$ cat config.mk
export PLATFORM = sky130hd
export DESIGN_NAME = wash_sequencer
export DESIGN_NICKNAME = d
export VERILOG_FILES = /design/src/rtl/wash_sequencer.sv
export SDC_FILE = /design/constraint.sdc
export NUM_CORES = 1
export LEC_CHECK = 0
export ABC_AREA = 1
export BUFFER_PORTS_ARGS = -buffer_cell sky130_fd_sc_hd__buf_2
export CAP_MARGIN = 20
export CORE_MARGIN = 4
export CORE_UTILIZATION = 38
export DETAILED_ROUTE_END_ITERATION = 8
export PLACE_DENSITY = 0.58
export SETUP_SLACK_MARGIN = 0.05
export SYNTH_ARGS = -nofsm -noshare
export SYNTH_HDL_FRONTEND = slang
export SYNTH_SLANG_ARGS = --single-unit
$ cat constraint.sdc
create_clock -name cp -period 3.9 [get_ports cp]
set_input_delay 0.39 -clock cp [delete_from_list [all_inputs] [get_ports cp]]
set_output_delay 0.39 -clock cp [all_outputs]
set_load 0.02 [all_outputs]
$ cat src/rtl/wash_sequencer.sv
// Washing-machine program controller: power/begin/set/run/pause/error/finish FSM with phase timer.
// Optional `AUTO_RESUME_EN: leave error on the first tick after the lid closes.
module wash_sequencer #(
    parameter int unsigned IN_SEC     = 2,
    parameter int unsigned WASH_SEC   = 9,
    parameter int unsigned OUT_SEC    = 2,
    parameter int unsigned SPIN_SEC   = 3,
    parameter int unsigned RINSE_SEC  = 6,
    parameter int unsigned FINISH_SEC = 5
) (
    input  logic       cp,
    input  logic       reset,
    input  logic       second,
    input  logic       power_btn,
    input  logic       start_btn,
    input  logic       mode_btn,
    input  logic       lid_open,
    output logic [2:0] state,
    output logic [9:0] data,
    output logic [2:0] shinning,
    output logic [5:0] phase_left,
    output logic [5:0] disp_left,
    output logic [5:0] disp_middle,
    output logic [5:0] disp_right,
    output logic       click
);

    typedef enum logic [2:0] {
        StShutDown = 3'd0,
        StBegin    = 3'd1,
        StSet      = 3'd2,
        StRun      = 3'd3,
        StError    = 3'd4,
        StPause    = 3'd5,
        StFinish   = 3'd6
    } state_e;

    state_e      state_q, state_d;
    logic [2:0]  preset_q, preset_d;
    logic [7:0]  mask_q, mask_d;
    logic [2:0]  shin_q, shin_d;
    logic [5:0]  left_q, left_d;
    logic [5:0]  fin_q, fin_d;
    logic        click_q, click_d;
    logic        second_q;
    logic [9:0]  data_q, data_d;
    logic [5:0]  dl_q, dl_d, dm_q, dm_d, dr_q, dr_d;
    logic        tick;
    logic        accept;
    logic        clear_click;
    logic [7:0]  rem_mask;

    function automatic logic [7:0] preset_mask(input logic [2:0] p);
        case (p)
            3'd0:    preset_mask = 8'hFF;
            3'd1:    preset_mask = 8'hFC;
            3'd2:    preset_mask = 8'h3F;
            3'd3:    preset_mask = 8'h3C;
            3'd4:    preset_mask = 8'h03;
            3'd5:    preset_mask = 8'hC0;
            default: preset_mask = 8'hFF;
        endcase
    endfunction

    // Mask bit 7-p enables phase p; pick the lowest enabled phase index.
    function automatic logic [2:0] first_phase(input logic [7:0] m);
        logic [2:0] idx;
        idx = 3'd0;
        for (int p = 7; p >= 0; p--) begin
            if (m[7-p]) idx = p[2:0];
        end
        return idx;
    endfunction

    function automatic logic [5:0] phase_dur(input logic [2:0] p);
        case (p)
            3'd0, 3'd4: phase_dur = 6'(IN_SEC);
            3'd1:       phase_dur = 6'(WASH_SEC);
            3'd2, 3'd6: phase_dur = 6'(OUT_SEC);
            3'd3, 3'd7: phase_dur = 6'(SPIN_SEC);
            default:    phase_dur = 6'(RINSE_SEC);
        endcase
    endfunction

    function automatic logic [5:0] count_ones(input logic [7:0] m);
        logic [5:0] n;
        n = 6'd0;
        for (int i = 0; i < 8; i++) begin
            n = n + {5'd0, m[i]};
        end
        return n;
    endfunction

    assign tick = second & ~second_q;

    always_ff @(posedge cp) begin
        second_q <= second;
        if (reset) begin
            state_q  <= StShutDown;
            preset_q <= 3'd0;
            mask_q   <= 8'd0;
            shin_q   <= 3'd0;
            left_q   <= 6'd0;
            fin_q    <= 6'd0;
            click_q  <= 1'b0;
            data_q   <= 10'd0;
            dl_q     <= 6'd0;
            dm_q     <= 6'd0;
            dr_q     <= 6'd0;
        end else begin
            state_q  <= state_d;
            preset_q <= preset_d;
            mask_q   <= mask_d;
            shin_q   <= shin_d;
            left_q   <= left_d;
            fin_q    <= fin_d;
            click_q  <= click_d;
            data_q   <= data_d;
            dl_q     <= dl_d;
            dm_q     <= dm_d;
            dr_q     <= dr_d;
        end
    end

    always_comb begin
        state_d     = state_q;
        preset_d    = preset_q;
        mask_d      = mask_q;
        shin_d      = shin_q;
        left_d      = left_q;
        fin_d       = fin_q;
        accept      = 1'b0;
        clear_click = 1'b0;
        rem_mask    = mask_q & ~(8'h80 >> shin_q);

        if (power_btn) begin
            accept = 1'b1;
            if (state_q == StShutDown) begin
                state_d = StBegin;
            end else begin
                state_d     = StShutDown;
                mask_d      = 8'd0;
                shin_d      = 3'd0;
                left_d      = 6'd0;
                fin_d       = 6'd0;
                clear_click = 1'b1;
            end
        end else begin
            case (state_q)
                StBegin, StSet: begin
                    if (mode_btn) begin
                        accept  = 1'b1;
                        state_d = StSet;
                        if (state_q == StSet) begin
                            preset_d = (preset_q == 3'd5) ? 3'd0 : preset_q + 3'd1;
                        end
                    end else if (start_btn && !lid_open) begin
                        accept  = 1'b1;
                        state_d = StRun;
                        mask_d  = preset_mask(preset_q);
                        shin_d  = first_phase(preset_mask(preset_q));
                        left_d  = phase_dur(first_phase(preset_mask(preset_q)));
                    end
                end
                StRun: begin
                    if (lid_open) begin
                        state_d = StError;
                    end else if (start_btn) begin
                        accept  = 1'b1;
                        state_d = StPause;
                    end else if (tick) begin
                        if (left_q > 6'd1) begin
                            left_d = left_q - 6'd1;
                        end else begin
                            mask_d = rem_mask;
                            if (rem_mask == 8'd0) begin
                                state_d = StFinish;
                                left_d  = 6'd0;
                                fin_d   = 6'(FINISH_SEC);
                            end else begin
                                shin_d = first_phase(rem_mask);
                                left_d = phase_dur(first_phase(rem_mask));
                            end
                        end
                    end
                end
                StPause: begin
                    if (lid_open) begin
                        state_d = StError;
                    end else if (start_btn) begin
                        accept  = 1'b1;
                        state_d = StRun;
                    end
                end
                StError: begin
                    if (start_btn && !lid_open) begin
                        accept  = 1'b1;
                        state_d = StRun;
                    end
`ifdef AUTO_RESUME_EN
                    else if (tick && !lid_open) begin
                        state_d = StRun;
                    end
`endif
                end
                StFinish: begin
                    if (tick) begin
                        if (fin_q <= 6'd1) begin
                            state_d = StShutDown;
                            fin_d   = 6'd0;
                            shin_d  = 3'd0;
                            mask_d  = 8'd0;
                        end else begin
                            fin_d = fin_q - 6'd1;
                        end
                    end
                end
                default: state_d = state_q;
            endcase
        end

        // A press on a tick cycle wins over the tick clear.
        click_d = tick ? 1'b0 : click_q;
        if (accept) click_d = 1'b1;
        if (clear_click) click_d = 1'b0;
    end

    always_comb begin
        data_d = {state_d == StSet, state_d != StShutDown, mask_d};
        dl_d   = 6'd0;
        dm_d   = 6'd0;
        dr_d   = 6'd0;
        case (state_d)
            StRun, StPause, StError: begin
                dl_d = {3'd0, shin_d};
                dm_d = left_d / 6'd10;
                dr_d = left_d % 6'd10;
            end
            StSet: begin
                dl_d = {3'd0, preset_d};
                dm_d = count_ones(preset_mask(preset_d));
            end
            default: ;
        endcase
    end

    assign state       = state_q;
    assign data        = data_q;
    assign shinning    = shin_q;
    assign phase_left  = left_q;
    assign disp_left   = dl_q;
    assign disp_middle = dm_q;
    assign disp_right  = dr_q;
    assign click       = click_q;

endmodule

==> flow_summary.json, run 1 <==
{
  "fill_cells": 920,
  "cap_violations": 0,
  "syn_area_sq_um": 3300,
  "path_class": "reg -> reg",
  "hp-class": "in -> reg",
  "die_area_sq_um": 10200,
  "critPathTopFamily": "simple AND/OR/NAND/NOR gates",
  "coreArea_sq_um": 8340,
  "die_h_um": 101,
  "synth_ff_type": "dfxtp_1",
  "ys_warn_count": 0,
  "whs_endpoint": "second_q",
  "final.setup.tns_ps": 0,
  "cts_setup_buffers": 0,
  "power_leakage_nw": 1.81,
  "hold_viol_final": 0,
  "ant_nets": 0,
  "slowest_stage": "dfxtp_1",
  "initial_utilization_pct": 39.6,
  "clk_root_buffer_cell": "clkbuf_8",
  "ys_top_cells_by_area": "dfxtp_1, nand2_1, inv_1",
  "first_pass_iters": 6,
  "worst_r2r_startpoint": "phase_left[0]",
  "grt_pass1_wl_um": 14300,
  "synth_area_leader_cell": "dfxtp_1",
  "fin_skew_ps": 6.01,
  "track_usage_pct": 17.0,
  "yosys_register_bits": 46,
  "htree_levels": 2,
  "grt_util_met1_pct": 22.1,
  "clk_path_buf_depth": 2,
  "rsz0062_at_grt": "false",
  "top_usage_layer": "met2",
  "grt_overflow": 0,
  "synth-edff-count": 0,
  "use_met3_pct": 2.62,
  "cts_made_buffers": 5,
  "min_from": "second",
  "layout.nets": 573,
  "worstHoldPathCells": 1,
  "drive_above_1_share_pct": 20.7,
  "routedWlPerCell_um": 13.1,
  "async_flop_share_pct": 0,
  "startpoint_type": "register",
  "netlist_instances": 510,
  "netlist-cell-type-count": 47,
  "syn_avg_cell_area_sq_um": 6.47,
  "slew_viol_final": 0,
  "slew_headroom_pct": 58.2,
  "path_clk_slew_ps": 90,
  "hpwl_um": 6860,
  "r2r_cells": 24,
  "required_ps": 4100,
  "fmax_mhz": 292,
  "worst_pin_slew_ps": 623,
  "numPortBuffers": 42,
  "rrSetupSlack_ps": 470,
  "routabilityCongestion": 0.876,
  "num_antenna_cells": 0,
  "placed_cell_area_sq_um": 3610,
  "critPathMaxFanout": 7,
  "wl_um": 8660,
  "grt_pass1_vias": 3137,
  "worst-path-buf-inv": 3,
  "min_period_over_period_pct": 87.9,
  "crit_top_cell": "nand2_1",
  "r2r-end": "disp_right[5]",
  "netlist_top_cells_count": "nand2_1, inv_1, nor2_1, dfxtp_1, o21ai_0",
  "final_area_sq_um": 3720,
  "drtIter0Drc": 202,
  "vias": 3344,
  "ir_drop_mv": 0.210,
  "grt_use_met2_pct": 29.5,
  "crit_chain": "inv_1, ha_1, nor2_1, nor2_4, inv_2, nor2_2, nor2_2, nand2_1, o21ai_1, nand2_1, nand2_2, inv_2, o211ai_2, nand2_4, ha_1, nand3_2, nand3_4, nand2_1, nand2_2, ha_1, o21ai_1, nand2_1, nand2_1, a21oi_2",
  "synth-seq-area-share_pct": 27.9,
  "cts_tree": "done",
  "die_width_um": 101,
  "viasPerCell": 5.07,
  "clkLatencyLatePin_ps": 300,
  "crit_arrival_ps": 3630,
  "syn2layout_area_growth_pct": 12.7,
  "fin_crit_ps": 3430,
  "totalPowerFinal_w": 0.00115,
  "row_count": 33,
  "slowest_delay_ps": 380,
  "synth_top_area_share_pct": 27.9,
  "p_per_area_nw_per_um2": 308,
  "antenna_found_initial": 0,
  "cts.sinks": 46,
  "synth_most_common_cell": "nand2_1",
  "drc": 0,
  "whs_ps": 198,
  "ioPinCount": 48,
  "grt_start_max_net_pins": 30,
  "setup_viol": 0,
  "status": "complete, no violations",
  "end_kind": "register"
}
==> routing by layer <==
| layer | up-vias | routed length [um] |
|---|---|---|
| li1 | 1719 | - |
| met4 | 0 | 153 |
| met2 | 80 | 4200 |
| met1 | 1529 | 3900 |
| met5 | - | 0 |
| met3 | 16 | 411 |
==> report_power, final <==
group	switching [W]	internal, W
clock network	0.000163	0.000192
logic	0.000196	0.0000913
registers	0.0000172	0.000486
==> per-stage QoR <==
stage | util, % | cells | worst slack (ps)
after floorplan | - | 514 | 673
after global placement | 43.3 | 652 | 367
after detailed placement | 43.3 | 652 | 321
after CTS | 44.6 | 660 | 286
after global routing | 44.6 | 660 | 51.2
final | 44.6 | 660 | 473
==> area by class of cell <==
cell class	instances	area, sq um	share of cell area (%)
clock inverter	1	30.0	0.807
inverter	81	304	8.17
tap	105	131	3.53
multi-input combinational	376	2030	54.6
sequential	46	922	24.8
clock buffer	7	76.3	2.05
timing repair buffer	44	225	6.05
==> worst max path at each step <==
stage / from / endpoint / cells past startpoint
3_5_place_dp: phase_left[1] / disp_right[5] / 23
5_1_grt: phase_left[0] / disp_right[5] / 23
6_report: phase_left[0] / disp_right[5] / 24
2_1_floorplan: phase_left[0] / disp_right[5] / 24
3_3_place_gp: phase_left[1] / disp_right[5] / 24
4_1_cts: phase_left[1] / disp_right[5] / 23
==> registers in the layout, summed over array words and instances (netlist names) <==
name and count:
mask_q 7, disp_right 6, fin_q 6, phase_left 6, disp_middle 4, data 3, disp_left 3, preset_q 3
shinning 3, state 3, click 1, second_q 1
==> cell families after synthesis <==
logic type	share of synthesized area, %
AOI/OAI and AO/OA	18.2
and+or+nand+nor	36.3
other	0.114
adders and majority gates	4.55
buffers and inverters	11.1
DFF	27.9
xor gates and xnor gates	1.86
==> placed cells by master (no fill, tap or decap), types with 5 or more instances in the layout <==
cell / n
a21oi_1: 29
buf_2: 42
clkbuf_8: 5
conb_1: 5
dfxtp_1: 45
ha_1: 12
inv_1: 66
inv_2: 14
nand2_1: 109
nand2_2: 13
nand2_4: 6
nand3_1: 23
nand3_2: 5
nand4_1: 8
nor2_1: 62
nor2_2: 10
o21ai_0: 36
xnor2_1: 5
==> what timing repair did <==
item,in CTS,in global routing
hold buffers,0,0
resized for setup,0,2
setup endpoints to repair,0,1
(Power assumes the default switching activity.)
==> run 2: changes to the inputs <==
clock period = 3.24 ns   (was 3.9 ns; I/O delays follow)
==> run 2 against run 1 <==
Worst hold slack lost 66 ps; worst setup slack lost 270 ps; largest power group unchanged; first-iteration DRC count shrank 9.9%; via count grew 3.9%; core utilization grew 5.5 points; sequential share of layout area shrank 2.4 points; design area grew 12%; clock-buffer cell count shrank 2; register-to-register slack lost 270 ps; flip-flop and latch count is the same.
==> flow_summary.json, run 2 (synthesis gave the netlist of run 1 again) <==
{
  "worst_r2r_startpoint": "state[0]",
  "critPathMaxFanout": 5,
  "r2r_cells": 23,
  "die_width_um": 101,
  "clkLatencyLatePin_ps": 310,
  "grt_use_met2_pct": 30.7,
  "ir_drop_mv": 0.185,
  "drive_above_1_share_pct": 32.2,
  "min_from": "second",
  "grt_pass1_vias": 3249,
  "grt_util_met1_pct": 22.9,
  "critPathLaunch": "state[0]",
  "htree_levels": 2,
  "hold_viol_final": 0,
  "fin_util_pct": 50.1,
  "p_per_area_nw_per_um2": 330,
  "top_usage_layer": "met2",
  "path_class": "reg -> reg",
  "layoutNonFillerInstCount": 695,
  "viasPerCell": 5.00,
  "vias": 3475,
  "final.setup.tns_ps": 0,
  "row_count": 33,
  "fmax_mhz": 329,
  "layout.nets": 608,
  "cap_violations": 0,
  "die_h_um": 101,
  "min_period_over_period_pct": 93.9,
  "initial_utilization_pct": 39.6,
  "grt_start_max_net_pins": 30,
  "numPortBuffers": 42,
  "final_cell_mix": "nand2_1, inv_1, nor2_1, buf_2, dfxtp_1",
  "path_clk_slew_ps": 100,
  "required_ps": 3440,
  "wl_um": 9170,
  "whs_endpoint": "second_q",
  "status": "complete, no violations",
  "slew_headroom_pct": 56.9,
  "hp-class": "in -> reg",
  "cts_hold_buf": 0,
  "r2r-end": "disp_right[1]",
  "ant_nets": 0,
  "fin_skew_ps": 3.60,
  "fin_crit_ps": 3040,
  "use_met3_pct": 2.82,
  "worst_pin_slew_ps": 644,
  "drc": 0,
  "coreArea_sq_um": 8340,
  "power_leakage_nw": 2.02,
  "clk_path_buf_depth": 2,
  "crit_arrival_ps": 3240,
  "die_area_sq_um": 10200,
  "setup_viol": 0,
  "regMostFlops": "mask_q",
  "end_kind": "register",
  "syn2layout_area_growth_pct": 26.6,
  "grt_pass1_wl_um": 14900,
  "slew_viol_final": 0,
  "first_pass_iters": 4,
  "drtIter0Drc": 182,
  "clk_root_buffer_cell": "clkbuf_8",
  "final_common_cell": "nand2_1",
  "cts_tree": "done",
  "largest_register_ffs": 7,
  "routedWlPerCell_um": 13.2,
  "track_usage_pct": 17.9,
  "worstHoldPathCells": 1,
  "rsz0062_at_grt": "true",
  "hpwl_um": 7120,
  "whs_ps": 132,
  "antenna_found_initial": 0,
  "cts_made_buffers": 5,
  "num_antenna_cells": 0,
  "cts.sinks": 46,
  "dp.cells": 678,
  "pre_cts_ws_ps": 4.82,
  "ioPinCount": 48,
  "routabilityCongestion": 0.934,
  "grt_overflow": 0,
  "setup_slack_ps": 199,
  "startpoint_type": "register",
  "rrSetupSlack_ps": 200
}
==> run 2: cell count changes in the layout (fill, tap and decap cells not counted), sizes merged <==
cell and delta:
bufinv -1, clkbuf -2, buf +35, clkinvlp +2, inv +2, clkinv -1
==> run 2: worst max-delay path, cell delays in order, from the launching register on <==
cell and delay (ps):
dfxtp_1 340, nor2_1 70, nor2_2 160, inv_2 70, a21oi_4 180, nand2_2 90, nand2_2 80, a21oi_1 90
or2_1 300, nand2_2 110, inv_2 50, ha_4 260, inv_2 30, nand3_2 70, nand2_4 80, buf_6 140
xnor2_2 130, nand2_2 110, nand2_4 70, nor2_4 90, nand3_2 90, buf_4 150, nand3_1 60, a21oi_1 70
==> run 2: routing by layer <==
metal  vias up  wire length (um)
li1       1799                 -
met1      1583              4050
met2        69              4530
met3        24               351
met4         0               249
met5         -                 0
==> run 2: through the flow <==
step,cell area [sq um],power (W)
after global routing,4180,0.00146
after global placement,3810,0.000979
after CTS,3910,0.00137
after floorplan,3320,0.000881
final,4180,0.00138
after detailed placement,3810,0.000982
==> run 2: area by class of cell <==
cell class	count	area [sq um]
sequential	46	936
multi-input combinational	376	2220
tap	105	131
timing repair buffer	79	492
inverter	81	314
fill	867	4160
clock inverter	3	23.8
clock buffer	5	68.8
==> run 2: how the worst max path moves through the flow <==
stage                          to  slack, ps  cells after the start
floorplan           disp_right[5]         70                     22
global placement    disp_right[5]         70                     27
detailed placement  disp_right[5]          5                     27
CTS                 disp_right[3]         90                     25
global route        disp_right[2]          3                     28
finish              disp_right[1]        200                     23
==> run 2: repair_timing <==
action                     CTS  global route
pin swaps                    0            33
setup buffers                0             9
resized for setup            4            58
setup endpoints to repair    2             9
==> run 2: power by group <==
| group | switching [W] | leakage (nW) | internal, W | total (W) |
|---|---|---|---|---|
| clock | 0.000225 | 0.0408 | 0.000155 | 0.000380 |
| sequential | 0.0000125 | 0.376 | 0.000583 | 0.000595 |
| combinational | 0.000262 | 1.60 | 0.000142 | 0.000404 |
| total | 0.000499 | 2.02 | 0.000879 | 0.00138 |
